### config.mk
export PLATFORM = sky130hd
export DESIGN_NAME = dot_acc_fxp_flat
export DESIGN_NICKNAME = d
export VERILOG_FILES = /design/src/rtl/dot_acc_fxp_if.sv /design/src/rtl/dot_acc_fxp.sv /design/src/flat_wrapper.sv
export SDC_FILE = /design/constraint.sdc
export NUM_CORES = 2
export LEC_CHECK = 0
export BUFFER_PORTS_ARGS = -buffer_cell sky130_fd_sc_hd__buf_2
export CAP_MARGIN = 40
export CORE_ASPECT_RATIO = 2
export CORE_MARGIN = 5
export CORE_UTILIZATION = 23
export DETAILED_ROUTE_END_ITERATION = 12
export GPL_TIMING_DRIVEN = 0
export SYNTH_ARGS = -nofsm -noshare
export SYNTH_HDL_FRONTEND = slang
export SYNTH_SLANG_ARGS = --single-unit
### constraint.sdc
create_clock -name clk -period 4.81 [get_ports clk]
set_input_delay 1.443 -clock clk [delete_from_list [all_inputs] [get_ports clk]]
set_output_delay 1.443 -clock clk [all_outputs]
set_load 0.05 [all_outputs]
### src/rtl/dot_acc_fxp_if.sv
// Handshake bundle for the dot-product accumulator: element-pair input
// stream (x, w, last) and result output stream (data, sat, cnt).
interface dot_acc_fxp_if #(
    parameter int L_PREC = 32,
    parameter int CNT_W  = 16
);
    logic                     in_valid;
    logic                     in_ready;
    logic signed [L_PREC-1:0] in_x;
    logic signed [L_PREC-1:0] in_w;
    logic                     in_last;
    logic                     out_valid;
    logic                     out_ready;
    logic signed [L_PREC-1:0] out_data;
    logic                     out_sat;
    logic [CNT_W-1:0]         out_cnt;

    // Producer of pairs / consumer of results
    modport master (
        output in_valid, in_x, in_w, in_last, out_ready,
        input  in_ready, out_valid, out_data, out_sat, out_cnt
    );

    // The accumulator itself
    modport slave (
        input  in_valid, in_x, in_w, in_last, out_ready,
        output in_ready, out_valid, out_data, out_sat, out_cnt
    );
endinterface

### src/rtl/dot_acc_fxp.sv
// Sequential saturating dot-product accumulator in long signed fixed point.
// Each accepted pair is multiplied, realigned to L_FRAC fractional bits,
// and added into a saturating accumulator; one registered result is
// presented per vector (delimited by in_last) through a valid/ready port.
module dot_acc_fxp #(
    parameter int L_PREC = 32,
    parameter int L_FRAC = 16,
    parameter int CNT_W  = 16
) (
    input  logic         clk,
    input  logic         reset,
    dot_acc_fxp_if.slave bus
);
    typedef enum logic [1:0] {IDLE, ACC, OUT} state_t;

    localparam logic signed [L_PREC-1:0] MAX_V = {1'b0, {(L_PREC-1){1'b1}}};
    localparam logic signed [L_PREC-1:0] MIN_V = {1'b1, {(L_PREC-1){1'b0}}};
    localparam logic [CNT_W-1:0]         ONE_C = {{(CNT_W-1){1'b0}}, 1'b1};

    // Product shifted back to L_FRAC fraction bits does not fit L_PREC
    function automatic logic realign_ovf(input logic signed [2*L_PREC-1:0] p);
        logic signed [2*L_PREC-1:0] pa;
        pa = p >>> L_FRAC;
        return !((&pa[2*L_PREC-1:L_PREC-1]) || (~|pa[2*L_PREC-1:L_PREC-1]));
    endfunction

    // Realign product to the long format, clamping by the sign of the product
    function automatic logic signed [L_PREC-1:0] realign_sat(input logic signed [2*L_PREC-1:0] p);
        logic signed [2*L_PREC-1:0] pa;
        pa = p >>> L_FRAC;
        if (realign_ovf(p)) begin
            return p[2*L_PREC-1] ? MIN_V : MAX_V;
        end
        return pa[L_PREC-1:0];
    endfunction

    // Signed overflow of a + b
    function automatic logic add_ovf(input logic signed [L_PREC-1:0] a,
                                     input logic signed [L_PREC-1:0] b);
        logic [L_PREC:0] s;
        s = {a[L_PREC-1], a} + {b[L_PREC-1], b};
        return s[L_PREC] ^ s[L_PREC-1];
    endfunction

    // Saturating a + b; the extra sign bit gives the direction of overflow
    function automatic logic signed [L_PREC-1:0] add_sat(input logic signed [L_PREC-1:0] a,
                                                         input logic signed [L_PREC-1:0] b);
        logic [L_PREC:0] s;
        s = {a[L_PREC-1], a} + {b[L_PREC-1], b};
        if (s[L_PREC] ^ s[L_PREC-1]) begin
            return s[L_PREC] ? MIN_V : MAX_V;
        end
        return s[L_PREC-1:0];
    endfunction

    state_t                     state_q, state_d;
    logic signed [L_PREC-1:0]   acc_q, acc_d;
    logic                       sat_q, sat_d;
    logic [CNT_W-1:0]           cnt_q, cnt_d;
    logic signed [L_PREC-1:0]   out_data_q, out_data_d;
    logic                       out_sat_q, out_sat_d;
    logic [CNT_W-1:0]           out_cnt_q, out_cnt_d;

    logic                       accept;
    logic                       first;
    logic signed [2*L_PREC-1:0] prod;
    logic signed [L_PREC-1:0]   pa;
    logic signed [L_PREC-1:0]   base;
    logic signed [L_PREC-1:0]   sum;
    logic                       sat_next;
    logic [CNT_W-1:0]           cnt_next;

    assign bus.in_ready  = (state_q != OUT);
    assign bus.out_valid = (state_q == OUT);
    assign bus.out_data  = out_data_q;
    assign bus.out_sat   = out_sat_q;
    assign bus.out_cnt   = out_cnt_q;

    // Next-state, datapath and result capture; the first pair of a vector restarts from zero
    always_comb begin
        state_d    = state_q;
        acc_d      = acc_q;
        sat_d      = sat_q;
        cnt_d      = cnt_q;
        out_data_d = out_data_q;
        out_sat_d  = out_sat_q;
        out_cnt_d  = out_cnt_q;

        accept   = bus.in_valid && (state_q != OUT);
        first    = (state_q == IDLE);
        prod     = bus.in_x * bus.in_w;
        pa       = realign_sat(prod);
        base     = first ? '0 : acc_q;
        sum      = add_sat(base, pa);
        sat_next = (!first && sat_q) || realign_ovf(prod) || add_ovf(base, pa);
        cnt_next = first ? ONE_C : ((&cnt_q) ? cnt_q : cnt_q + ONE_C);

        case (state_q)
            IDLE, ACC: begin
                if (accept) begin
                    acc_d = sum;
                    sat_d = sat_next;
                    cnt_d = cnt_next;
                    if (bus.in_last) begin
                        state_d    = OUT;
                        out_data_d = sum;
                        out_sat_d  = sat_next;
                        out_cnt_d  = cnt_next;
                    end else begin
                        state_d = ACC;
                    end
                end
            end
            OUT: begin
                if (bus.out_ready) begin
                    state_d = IDLE;
                end
            end
            default: state_d = IDLE;
        endcase
    end

    // State and datapath registers; reset discards any partial vector
    always_ff @(posedge clk or posedge reset) begin
        if (reset) begin
            state_q    <= IDLE;
            acc_q      <= '0;
            sat_q      <= 1'b0;
            cnt_q      <= '0;
            out_data_q <= '0;
            out_sat_q  <= 1'b0;
            out_cnt_q  <= '0;
        end else begin
            state_q    <= state_d;
            acc_q      <= acc_d;
            sat_q      <= sat_d;
            cnt_q      <= cnt_d;
            out_data_q <= out_data_d;
            out_sat_q  <= out_sat_d;
            out_cnt_q  <= out_cnt_d;
        end
    end
endmodule

### src/flat_wrapper.sv
// flat-port wrapper written by rule: the top's interface ports become plain ports
module dot_acc_fxp_flat 
#(
    parameter int L_PREC = 32,
    parameter int L_FRAC = 16,
    parameter int CNT_W  = 16
)
  (clk, reset, bus_in_valid, bus_in_x, bus_in_w, bus_in_last, bus_out_ready, bus_in_ready, bus_out_valid, bus_out_data, bus_out_sat, bus_out_cnt);
  dot_acc_fxp_if #(.L_PREC(L_PREC), .CNT_W(CNT_W)) bus_i ();
  input  logic clk;
  input  logic reset;
  input wire logic [$bits(bus_i.in_valid)-1:0] bus_in_valid;
  input wire logic [$bits(bus_i.in_x)-1:0] bus_in_x;
  input wire logic [$bits(bus_i.in_w)-1:0] bus_in_w;
  input wire logic [$bits(bus_i.in_last)-1:0] bus_in_last;
  input wire logic [$bits(bus_i.out_ready)-1:0] bus_out_ready;
  output wire logic [$bits(bus_i.in_ready)-1:0] bus_in_ready;
  output wire logic [$bits(bus_i.out_valid)-1:0] bus_out_valid;
  output wire logic [$bits(bus_i.out_data)-1:0] bus_out_data;
  output wire logic [$bits(bus_i.out_sat)-1:0] bus_out_sat;
  output wire logic [$bits(bus_i.out_cnt)-1:0] bus_out_cnt;
  assign bus_i.in_valid = bus_in_valid;
  assign bus_i.in_x = bus_in_x;
  assign bus_i.in_w = bus_in_w;
  assign bus_i.in_last = bus_in_last;
  assign bus_i.out_ready = bus_out_ready;
  assign bus_in_ready = bus_i.in_ready;
  assign bus_out_valid = bus_i.out_valid;
  assign bus_out_data = bus_i.out_data;
  assign bus_out_sat = bus_i.out_sat;
  assign bus_out_cnt = bus_i.out_cnt;
  dot_acc_fxp #(.L_PREC(L_PREC), .L_FRAC(L_FRAC), .CNT_W(CNT_W)) u_core (.clk(clk), .reset(reset), .bus(bus_i));
endmodule
### Yosys cells after proc, flatten, opt, wreduce, memory -nomap -nowiden

Cells that the tools add are included.

| word-level totals | value |
|---|---|
| flip-flop bits (word level) | 100 |
| bits in latches | 0 |
| memory bits (writable) | 0 |
| ROM bits | 0 |
| input port bits | 69 |
| output and inout bits | 51 |
| logic and storage cells | 45 |
| memories | 0 |

| operators by class | value |
|---|---|
| add/subtract/negate cells | 2 |
| multiply operators | 1 |
| divide/modulo/power cells | 0 |
| order comparisons | 0 |
| eq/ne operators | 5 |
| shift-type cells | 0 |
| mux-type cells | 13 |
| bitwise gates (word level) | 1 |
| reductions and logical operators | 16 |

Operator list:

| kind | number |
|---|---|
| 32-bit two-way mux | 6 |
| 32-bit by 32-bit multiplier with 64-bit output | 1 |
| 32-bit by 32-bit adder with 33-bit output | 1 |
| 16-bit two-way mux | 2 |
| 17-bit AND reduction | 1 |
| 17-bit OR reduction | 1 |
| 16-bit by 1-bit adder with 16-bit output, second input constant | 1 |
| 16-bit AND reduction | 1 |
| 2-bit two-way mux | 3 |
| 2-bit != test, second input constant | 2 |
| 2-bit one-hot mux with 2 select lines | 1 |
| 2-bit AND reduction | 2 |
| 1-bit zero test | 3 |
| 1-bit logical OR | 3 |
| 3-bit AND reduction | 1 |
| 2-bit by 1-bit equality test with 1-bit output, second input constant | 1 |
| 2-bit equality test, second input constant | 1 |
| 1-bit logical AND | 2 |
| 2-bit zero test | 1 |
| 2-bit by 1-bit != test with 1-bit output, second input constant | 1 |
| 2-bit OR reduction | 1 |
| 1-bit two-way mux | 1 |
| 1-bit XOR | 1 |

### Logic depth before layout (Yosys ltp)

| logic depth | value |
|---|---|
| word-level depth | 9 |
| depth in mapped cells | 47 |
| gate-level depth less buffers | 42 |

### Least setup slack after synthesis

OpenSTA, ideal clock, no wires.

| timing | value |
|---|---|
| path type | input-to-reg |
| start point | in bus_in_x[31] |
| end point | reg u_core.acc_q[5] |
| library setup time | 0.140 ns |
| arrival | 13.205 ns |
| required time | 4.670 ns |
| setup slack | -8.534 ns |
| stages on the path | 42 |
| buffers on the path | 4 |
| path through | clkbuf_1 > nand2_1 > inv_1 > fa_1 > fa_1 > fa_1 > inv_1 > fa_1 > inv_1 > fa_1 > fa_1 > inv_1 > fa_1 > fa_1 > inv_1 > ha_1 > buf_2 > and3_1 > [... 6 more ...] > or4_1 > or4_1 > mux2_4 > buf_6 > a21oi_1 > ha_1 > o21ai_0 > a21oi_1 > a211o_1 > nor4b_1 > o21ai_0 > a31o_2 > o2111ai_1 > xnor2_1 > nor2_1 > clkbuf_1 > nor2_1 > a21oi_1 |

| on the way | value |
|---|---|
| longest elaborated chain between the ends | 9 |
| elaborated cells between the ends (all ways) | 13 |
| those cells by class | add/sub: 1; mul: 1; mux: 6; bitwise: 1; reduce/logical: 4 |

Ends and longest elaborated chain:

| item | line | RTL |
|---|---|---|
| start: declaration | flat_wrapper.sv:13 | `input wire logic [$bits(bus_i.in_x)-1:0] bus_in_x;` |
| 32-bit by 32-bit multiplier with 64-bit output * | dot_acc_fxp.sv:91 | `prod = bus.in_x * bus.in_w;` |
| 17-bit OR reduction | dot_acc_fxp.sv:24 | `return !((&pa[2*L_PREC-1:L_PREC-1]) \|\| (~\|pa[2*L_PREC-1:L_PREC-1]));` |
| 1-bit zero test | dot_acc_fxp.sv:24 |  |
| 1-bit logical OR | dot_acc_fxp.sv:24 |  |
| 32-bit two-way mux * | dot_acc_fxp.sv:34 | `return pa[L_PREC-1:0];` |
| 32-bit by 32-bit adder with 33-bit output * | dot_acc_fxp.sv:49 | `s = {a[L_PREC-1], a} + {b[L_PREC-1], b};` |
| 32-bit two-way mux / 1-bit XOR (equally long branches) | dot_acc_fxp.sv:51, dot_acc_fxp.sv:50 |  |
| 32-bit two-way mux / 1-bit two-way mux (equally long branches) | dot_acc_fxp.sv:50 | `if (s[L_PREC] ^ s[L_PREC-1]) begin` |
| 32-bit two-way mux * | dot_acc_fxp.sv:53 | `return s[L_PREC-1:0];` |
| end signal: assignment | dot_acc_fxp.sv:127 | `acc_q <= '0;` |
| end signal: assignment | dot_acc_fxp.sv:135 | `acc_q <= acc_d;` |
| end: declaration | dot_acc_fxp.sv:57 | `logic signed [L_PREC-1:0] acc_q, acc_d;` |

Every way passes the cells marked *; elsewhere a longest branch is shown, timed or not. The select of a mux whose other input is x is not followed.
A chain may end at the register's enable or synchronous reset.

### Worst setup path after layout

| timing | value |
|---|---|
| start point | in bus_in_w[11] |
| end point | reg u_core.acc_q[13] |

| on the way | value |
|---|---|
| longest elaborated chain between the ends | 9 |
| elaborated cells between the ends (all ways) | 13 |
| those cells by class | add/sub: 1; mul: 1; mux: 6; bitwise: 1; reduce/logical: 4 |

Ends and longest elaborated chain:

| item | line | RTL |
|---|---|---|
| start: declaration | flat_wrapper.sv:14 | `input wire logic [$bits(bus_i.in_w)-1:0] bus_in_w;` |
| 32-bit by 32-bit multiplier with 64-bit output * | dot_acc_fxp.sv:91 |  |
| 17-bit OR reduction | dot_acc_fxp.sv:24 |  |
| 1-bit zero test | dot_acc_fxp.sv:24 |  |
| 1-bit logical OR | dot_acc_fxp.sv:24 |  |
| 32-bit two-way mux * | dot_acc_fxp.sv:34 |  |
| 32-bit by 32-bit adder with 33-bit output * | dot_acc_fxp.sv:49 |  |
| 32-bit two-way mux / 1-bit XOR (equally long branches) | dot_acc_fxp.sv:51, dot_acc_fxp.sv:50 |  |
| 32-bit two-way mux / 1-bit two-way mux (equally long branches) | dot_acc_fxp.sv:50 |  |
| 32-bit two-way mux * | dot_acc_fxp.sv:53 |  |

Marked as above.

==> results.sh <==
export IMPL_status="finished with violations"
export IMPL_violations="setup timing"
export IMPL_viasPerCell=4.70
export IMPL_hp_class="reg -> reg"
export IMPL_die_height_um=622
export IMPL_drcViolationCount=0
export IMPL_min_from="u_core.acc_q[1]"
export IMPL_clk_pin_slew_ns=0.07
export IMPL_fin_ws_ns=-8.33
export IMPL_cp_slowest_cell="or4b_2"
export IMPL_worst_path_max_fanout=7
export IMPL_syn2layout_area_growth_pct=22.0
export IMPL_yosysMostFrequentCell="fa_1"
export IMPL_fin_area_um2=52500
export IMPL_yosys_top_cells_count="fa_1, inv_1, nand2_1, and2_1, clkbuf_1"
export IMPL_maxCapViolCount=0
export IMPL_async_reset_ff_share_pct=100
export IMPL_worst_pin_slew_ns=0.887
export IMPL_final_cells=7606
export IMPL_ys_top_cells_by_area="fa_1, inv_1, and2_1"
export IMPL_cts_root_buf="clkbuf_16"
export IMPL_synth_warnings=0
export IMPL_required_ns=5.00
export IMPL_dp_hpwl_mm=179
export IMPL_rsz0062_at_grt="yes"
export IMPL_drt_iter0_markers=2058
export IMPL_vias=35717
export IMPL_worstSetupStartpoint="bus_in_w[11]"
export IMPL_holdBufCountCts=0
export IMPL_worst_ep_arrival_time_ns=13.34
export IMPL_hold_viol=0
export IMPL_overflow=0
export IMPL_die_area_um2=196000
export IMPL_fmax_mhz=76.1
export IMPL_antenna_found_initial=14
export IMPL_routed_wl_mm=208
export IMPL_syn_instance_count=4714
export IMPL_worstSetupPathType="in -> reg"
export IMPL_track_usage_pct=21.1
export IMPL_ant_nets=0
export IMPL_pin_count=120
export IMPL_final_min_clock_period_ns=13.14
export IMPL_setup_violations=66
export IMPL_max_slew_margin_pct=40.9
export IMPL_synth_top_cell_area_share_pct=50.3
export IMPL_placed_cells=7452
export IMPL_grt_pass1_wl_mm=292
export IMPL_place_congestion=1.08
export IMPL_synth_top_area_cell="fa_1"
export IMPL_rows=224
export IMPL_syn_avg_cell_area_um2=9.13
export IMPL_drv_slew=0
export IMPL_critPathCaptureType="register"
export IMPL_yosysSeqAreaShare_pct=5.81
export IMPL_drive_gt1_share_pct=17.6
export IMPL_cts_tree="built"
export IMPL_grt_pass1_vias=39840
export IMPL_syn_nets=6078
export IMPL_ys_ff_latch=100
export IMPL_nNetsFinal=6460
export IMPL_crit_top_cell="fa_1"
export IMPL_die_x_um=316
export IMPL_wl_per_cell_um=27.4
export IMPL_htree_num_levels=3
export IMPL_syn_cell_area_um2=43100
export IMPL_synth_distinct_cells=101
export IMPL_grt_max_degree=67
export IMPL_clk_latency_ns=0.35
export IMPL_start_kind="input port"
export IMPL_drt_pass1_iter_count=6
export IMPL_synth_main_ff_cell="dfrtp_1"
export IMPL_cts_buffer_depth=2
export IMPL_cts_buffers=9
export IMPL_synth_edf_count=0
export IMPL_port_buffers=119
export IMPL_dpl_cell_area_um2=48900
export IMPL_cpPeakStageDelay_ns=0.82
export IMPL_skew_ns=0.0113
export IMPL_r2r_start="u_core.state_q[1]"
export IMPL_coreArea_um2=186000
export IMPL_cts_sinks=100
export IMPL_start_util_pct=23.1
export IMPL_timing_final_crit_share_pct=273
## cells in the final DEF (no fill, tap or decap), drive strengths merged, types with 17 or more instances in the layout
cell type and n:
fa 1082, inv 942, nand2 659, and2 546, buf 422, clkbuf 219, ha 213, a21oi 165
o21ai 155, nor2 127, dfrtp 100, xnor2 48, nand3 44, xor2 41, nand4 27, nor3 25
a21o 24, a211oi 20, diode 19, o21a 18, and3 17
## per-stage QoR
step	setup WS, ns	TNS (ns)	hold WS, ns	utilization [%]
2_1_floorplan	-7.55	-492.91	0.442	-
3_3_place_gp	-11.00	-767.68	0.458	25.3
3_5_place_dp	-10.74	-696.53	0.464	26.3
4_1_cts	-8.25	-538.48	0.480	27.5
5_1_grt	-8.44	-549.48	0.510	28.2
6_report	-8.33	-541.86	0.485	28.2
## final cells by class
type	count	area [um2]
fill	19768	134000
inverter	943	3560
clock inverter	6	71.3
multi-input combinational	3411	37500
buffer	259	1770
antenna	19	47.5
clock buffer	10	239
timing repair buffer	372	3720
sequential	100	2500
tap	2486	3110
## state kept, by name, indices dropped and copies added, names as in the netlist
signal               flops
u_core.acc_q            32
u_core.bus.out_cnt      16
u_core.bus.out_data     32
u_core.bus.out_sat       1
u_core.cnt_q            16
u_core.sat_q             1
u_core.state_q           2
## per-layer routing
| layer | track usage [%] | up-vias | routed length (um) |
|---|---|---|---|
| met4 | 20.4 | 2 | 28800 |
| met5 | 0 | - | 13 |
| met2 | 39.0 | 1515 | 109000 |
| met1 | 18.7 | 18478 | 58700 |
| li1 | - | 14945 | - |
| met3 | 3.69 | 777 | 11900 |
## worst max-delay path, delay by kind of cell
kind            cells  cell delay, ns
simple gates       10            2.49
buf+inv             8            1.30
fa+ha+maj          10            5.05
compound gates     11            2.27
xor+xnor            2            0.74
## kinds of logic after synthesis
| family | synth area share [%] |
|---|---|
| AOI/OAI and AO/OA | 7.37 |
| xor gates and xnor gates | 1.83 |
| adders and majority gates | 56.6 |
| buffers and inverters | 10.6 |
| DFF | 5.81 |
| muxes | 0.163 |
| and+or+nand+nor | 17.6 |
## repair_timing
item	in CTS	in global routing
resized for setup	357	403
pin swaps	67	101
cloned	3	2
setup endpoints to repair	66	66
setup buffers	85	32
## path summary, 6_finish.rpt
kind	endpoint	slack [ns]	cells after the start
min reg2reg	u_core.acc_q[1]	0.48	2
max	u_core.acc_q[13]	-8.33	41
min in group asynchronous	u_core.bus.out_cnt[7]	1.13	2
max in group asynchronous	u_core.bus.out_data[0]	2.95	3
max reg2reg	u_core.acc_q[13]	0.27	22
min	u_core.acc_q[1]	0.48	2
Power is not shown: default switching activity piles up to over one toggle a cycle in this logic, so the estimate is an artifact.
